**src/rtl/uart_rx_fifo_pkg.sv**
```systemverilog
// Shared UART receive-side definitions: data width, default FIFO geometry and
// capture FSM state encodings (same encodings are used on the TX side).
package uart_rx_fifo_pkg;

    localparam int DATA_W     = 8;
    localparam int DEF_DEPTH  = 16;
    localparam int DEF_ADDR_W = 4;

    typedef enum logic [1:0] {
        ST_IDLE     = 2'd0,
        ST_ACK      = 2'd1,
        ST_WAIT_LOW = 2'd2
    } rx_state_e;

endpackage

```
**src/rtl/uart_fifo_mem.sv**
```systemverilog
// DEPTH x DATA_W register array: one synchronous write port and one
// asynchronous read port feeding the first-word-fall-through head.
module uart_fifo_mem
    import uart_rx_fifo_pkg::*;
#(
    parameter int DEPTH  = DEF_DEPTH,
    parameter int ADDR_W = DEF_ADDR_W
) (
    input  logic              clk,
    input  logic              we,
    input  logic [ADDR_W-1:0] waddr,
    input  logic [DATA_W-1:0] wdata,
    input  logic [ADDR_W-1:0] raddr,
    output logic [DATA_W-1:0] rdata
);

    logic [DATA_W-1:0] mem_q [DEPTH];

    // Storage is intentionally not reset; contents are only observed once written.
    always_ff @(posedge clk) begin
        if (we) begin
            mem_q[waddr] <= wdata;
        end
    end

    assign rdata = mem_q[raddr];

endmodule

```
**src/rtl/uart_rx_fifo.sv**
```systemverilog
// UART receive buffer: rdy/rdy_clr capture handshake into a FWFT FIFO with
// sticky overrun. Optional almost_full comparator via UART_RX_FIFO_AFULL_EN.
module uart_rx_fifo
    import uart_rx_fifo_pkg::*;
#(
    parameter int DEPTH  = DEF_DEPTH,
    parameter int ADDR_W = DEF_ADDR_W
`ifdef UART_RX_FIFO_AFULL_EN
    ,
    parameter int AF_LEVEL = 12
`endif
) (
    input  logic              clk,
    input  logic              rst,
    input  logic              rx_rdy,
    input  logic [DATA_W-1:0] rx_data,
    output logic              rx_rdy_clr,
    input  logic              rd_en,
    output logic [DATA_W-1:0] rd_data,
    output logic              empty,
    output logic              full,
    output logic [ADDR_W:0]   count,
    output logic              overrun,
    input  logic              ovr_clr,
    output logic              almost_full
);

    localparam int CW = ADDR_W + 1;

    rx_state_e         state_q, state_d;
    logic              rx_rdy_clr_q, rx_rdy_clr_d;
    logic [ADDR_W-1:0] wr_ptr_q, wr_ptr_d;
    logic [ADDR_W-1:0] rd_ptr_q, rd_ptr_d;
    logic [CW-1:0]     count_q, count_d;
    logic              empty_q, empty_d;
    logic              full_q, full_d;
    logic              overrun_q, overrun_d;
    logic              cap_s, wr_s, rd_s, drop_s;

    // Capture/read qualification; at full a same-edge pop makes room for the byte.
    always_comb begin
        cap_s  = (state_q == ST_IDLE) && rx_rdy;
        rd_s   = rd_en && !empty_q;
        wr_s   = cap_s && (!full_q || rd_en);
        drop_s = cap_s && full_q && !rd_en;
    end

    // FSM state register.
    always_ff @(posedge clk or negedge rst) begin
        if (!rst) begin
            state_q <= ST_IDLE;
        end else begin
            state_q <= state_d;
        end
    end

    // FSM next-state logic; WAIT_LOW keeps a held rdy from being captured twice.
    always_comb begin
        state_d = state_q;
        case (state_q)
            ST_IDLE: begin
                if (rx_rdy) begin
                    state_d = ST_ACK;
                end else begin
                    state_d = ST_IDLE;
                end
            end
            ST_ACK: begin
                state_d = ST_WAIT_LOW;
            end
            ST_WAIT_LOW: begin
                if (!rx_rdy) begin
                    state_d = ST_IDLE;
                end else begin
                    state_d = ST_WAIT_LOW;
                end
            end
            default: begin
                state_d = ST_IDLE;
            end
        endcase
    end

    // FSM output logic: rdy_clr is registered, so it follows the ACK cycle by one edge.
    always_comb begin
        rx_rdy_clr_d = (state_q == ST_ACK);
    end

    // Pointer, occupancy and overrun next-state.
    always_comb begin
        if (wr_s) begin
            wr_ptr_d = wr_ptr_q + ADDR_W'(1);
        end else begin
            wr_ptr_d = wr_ptr_q;
        end
        if (rd_s) begin
            rd_ptr_d = rd_ptr_q + ADDR_W'(1);
        end else begin
            rd_ptr_d = rd_ptr_q;
        end
        case ({wr_s, rd_s})
            2'b10:   count_d = count_q + CW'(1);
            2'b01:   count_d = count_q - CW'(1);
            default: count_d = count_q;
        endcase
        empty_d = (count_d == CW'(0));
        full_d  = (count_d == CW'(DEPTH));
        if (drop_s) begin
            overrun_d = 1'b1;
        end else if (ovr_clr) begin
            overrun_d = 1'b0;
        end else begin
            overrun_d = overrun_q;
        end
    end

    // Datapath and flag registers.
    always_ff @(posedge clk or negedge rst) begin
        if (!rst) begin
            rx_rdy_clr_q <= 1'b0;
            wr_ptr_q     <= '0;
            rd_ptr_q     <= '0;
            count_q      <= '0;
            empty_q      <= 1'b1;
            full_q       <= 1'b0;
            overrun_q    <= 1'b0;
        end else begin
            rx_rdy_clr_q <= rx_rdy_clr_d;
            wr_ptr_q     <= wr_ptr_d;
            rd_ptr_q     <= rd_ptr_d;
            count_q      <= count_d;
            empty_q      <= empty_d;
            full_q       <= full_d;
            overrun_q    <= overrun_d;
        end
    end

    uart_fifo_mem #(
        .DEPTH  (DEPTH),
        .ADDR_W (ADDR_W)
    ) u_mem (
        .clk   (clk),
        .we    (wr_s),
        .waddr (wr_ptr_q),
        .wdata (rx_data),
        .raddr (rd_ptr_q),
        .rdata (rd_data)
    );

`ifdef UART_RX_FIFO_AFULL_EN
    logic almost_full_q, almost_full_d;

    // Threshold on next-state count so the flag moves on the same edge as count.
    always_comb begin
        almost_full_d = (count_d >= CW'(AF_LEVEL));
    end

    // almost_full register.
    always_ff @(posedge clk or negedge rst) begin
        if (!rst) begin
            almost_full_q <= 1'b0;
        end else begin
            almost_full_q <= almost_full_d;
        end
    end

    assign almost_full = almost_full_q;
`else
    assign almost_full = 1'b0;
`endif

    assign rx_rdy_clr = rx_rdy_clr_q;
    assign empty      = empty_q;
    assign full       = full_q;
    assign count      = count_q;
    assign overrun    = overrun_q;

endmodule

```
**config.mk**
```make
export PLATFORM = sky130hd
export DESIGN_NAME = uart_rx_fifo
export DESIGN_NICKNAME = d
export VERILOG_FILES = /design/src/rtl/uart_rx_fifo_pkg.sv /design/src/rtl/uart_fifo_mem.sv /design/src/rtl/uart_rx_fifo.sv
export SDC_FILE = /design/constraint.sdc
export NUM_CORES = 1
export LEC_CHECK = 0
export ABC_AREA = 1
export CORE_MARGIN = 2
export CORE_UTILIZATION = 55
export CTS_CLUSTER_DIAMETER = 40
export CTS_CLUSTER_SIZE = 20
export DETAILED_ROUTE_END_ITERATION = 10
export GPL_TIMING_DRIVEN = 0
export PLACE_DENSITY = 0.74
export SLEW_MARGIN = 20
export SYNTH_ARGS = -nofsm -noshare
export SYNTH_HDL_FRONTEND = slang
export SYNTH_SLANG_ARGS = --single-unit
```
**constraint.sdc**
```tcl
create_clock -name clk -period 3.1 [get_ports clk]
set_clock_uncertainty 0.1 [all_clocks]
set_input_delay 0.465 -clock clk [delete_from_list [all_inputs] [get_ports clk]]
set_output_delay 0.465 -clock clk [all_outputs]
set_load 0.1 [all_outputs]
```
==> results.sh <==
export IMPL_n_antenna_cell=0
export IMPL_cts_sinks=147
export IMPL_min_period_ns=3.02
export IMPL_synth_area_um2=6140
export IMPL_fmax_mhz=331
export IMPL_setup_violations=0
export IMPL_yosys_warnings=0
export IMPL_ys_seq_area_share_pct=70.3
export IMPL_firstDrtPassIters=6
export IMPL_max_slew_margin_pct=34.3
export IMPL_rr_startpoint="empty"
export IMPL_cts_max_level=4
export IMPL_syn_nets=531
export IMPL_cts_hold_buf=0
export IMPL_cp_end_kind="output port"
export IMPL_grt_setup_unrepaired="no"
export IMPL_grt_pass1_wl_um=23800
export IMPL_grt_pass1_vias=4150
export IMPL_fin_area_um2=7200
export IMPL_hold_violations=0
export IMPL_layout_commonest_cell="edfxtp_1"
export IMPL_setup_worst_path_end="rd_data[1]"
export IMPL_critPathLaunch="rd_ptr_q[0]"
export IMPL_die_area_um2=12000
export IMPL_initial_core_util_pct=56.4
export IMPL_clock_path_buffers=2
export IMPL_layout_drive_gt1_share_pct=13.5
export IMPL_wl_per_cell_um=21.5
export IMPL_finalCoreUtilization_pct=66.1
export IMPL_yosys_area_top_type="edfxtp_1"
export IMPL_crit_required_ns=2.53
export IMPL_gp_congestion=0.950
export IMPL_drc=0
export IMPL_antenna_found_initial=0
export IMPL_critical_path_class="flip-flop to output port"
export IMPL_cts_buffers_inserted=17
export IMPL_dpl_hpwl_um=9930
export IMPL_nNetsFinal=579
export IMPL_post_cts_buffers=0
export IMPL_place_area_um2=6610
export IMPL_synthCells=510
export IMPL_vias=4141
export IMPL_most_common_layout_cells="edfxtp_1 (128), nor2_1 (117), o21ai_0 (55), nand2_1 (42), o211ai_1 (30)"
export IMPL_drt_iter0_drc=536
export IMPL_reg2reg_slack_ns=0.54
export IMPL_die_h_um=110
export IMPL_slew_violations=0
export IMPL_ios=31
export IMPL_area_delta_synth_final_pct=17.2
export IMPL_cts_tree="built"
export IMPL_synth_cell_types=31
export IMPL_outcome="finished clean"
export IMPL_port_buffers=29
export IMPL_synth_top_area_share_pct=62.6
export IMPL_clock_root_buffer="clkbuf_8"
export IMPL_grt_ovfl_total=0
export IMPL_cp_max_fo=10
export IMPL_maxCapViolations=0
export IMPL_hold_path_class="input pin to asynchronous set/reset pin"
export IMPL_synth_seq_cells=147
export IMPL_drt_antenna_violating_nets=0
export IMPL_critical_path_arrival_ns=2.45
export IMPL_worstMarginPinSlew_ns=0.982
export IMPL_core_area_um2=10900
export IMPL_rows=38
export IMPL_reg2reg_depth=11
export IMPL_timing_final_crit_share_pct=97.4
export IMPL_grt_usage_pct=28.1
export IMPL_clk_pin_slew_ns=0.06
export IMPL_clock_latency_ns=0.53
export IMPL_synth_avg_cell_area_um2=12.0
export IMPL_die_w_um=110
export IMPL_startpoint_type="flip-flop"
export IMPL_grt_max_degree=20
export IMPL_synth_area_top_cells="edfxtp_1 (63%), dfrtp_1 (7.3%), nor2_1 (7.2%), o21ai_0 (4.6%), o211ai_1 (3.7%)"
export IMPL_wirelength_um=15300
export IMPL_viasPerCell=5.82
export IMPL_r2r_end="full"
-- timing repair --
item,in CTS,in global routing
gates resized for setup,48,13
endpoints found under the setup margin,8,6
hold endpoints to repair,0,0
-- worst max-delay path, cell delays in order (launching register included) --
cell and delay, ns:
dfrtp_1 0.45, buf_1 0.42, o21ai_0 0.17, o211ai_1 0.32, nand3_1 0.20, nand2_1 0.13
buf_6 0.23
-- cells in the mapped netlist, drive strengths merged --
cell type,count
a21oi,1
xnor2,1
mux2,1
conb,1
ha,8
dfstp,1
or2,1
xor2,6
nand2,44
o21ai,73
nor2,123
inv,22
edfxtp,128
o211ai,32
buf,16
dfrtp,18
nand4,4
clkinv,1
clkbuf,9
o32ai,1
nand3,19
-- how the worst min path moves through the flow --
stage / slack (ns) / endpoint / cells past startpoint
floorplan: 0.07 / count[0] / 0
global placement: 0.38 / rx_rdy_clr / 1
detailed placement: 0.39 / rx_rdy_clr / 1
CTS: 0.35 / full / 1
global route: 0.38 / full / 1
finish: 0.33 / full / 1
-- layout make-up --
cell class,instances,area [µm²]
Buffer,25,155
Timing Repair Buffer,29,289
Clock inverter,13,161
Sequential cell,147,4320
Clock buffer,19,422
Fill cell,784,3690
Tap cell,140,175
Multi-Input combinational cell,315,1580
Inverter,23,88.8
-- flip-flops by register name, indices dropped and copies added (netlist names) --
name,count
full,1
empty,1
rx_rdy_clr,1
u_mem.mem_q,128
state_q,2
rd_ptr_q,4
overrun,1
wr_ptr_q,4
count,5
-- metal layers --
| layer | routed length (µm) | GRT usage, % | up-vias |
|---|---|---|---|
| li1 | - | - | 1907 |
| met1 | 6030 | 37.5 | 1991 |
| met2 | 7390 | 44.3 | 211 |
| met3 | 1440 | 7.47 | 32 |
| met4 | 404 | 10.8 | 0 |
| met5 | 0 | 0 | - |
-- cells by family after synthesis --
group,after synthesis,share of synthesized area [%]
other,1,0.0611
AND/OR/NAND/NOR,191,12.7
flip-flops,147,70.3
buffers and inverters,48,3.87
XOR/XNOR,7,0.998
adder cells (fa/ha/maj),8,1.63
AO/OA/AOI/OAI,107,10.2
multiplexers,1,0.183
-- per-stage QoR --
stage	cells	worst slack, ns	hold WS (ns)	setup TNS, ns
floorplan	510	0.321	0.0694	0
global placement	679	-0.145	0.381	-0.897
detailed placement	679	-0.182	0.390	-1.32
CTS	711	0.0179	0.346	0
global route	711	0.00542	0.378	0
finish	711	0.0813	0.331	0
Power is left out: the tool's default activity adds up to more than one toggle a clock period on the data nets, which glitch-free logic cannot reach.
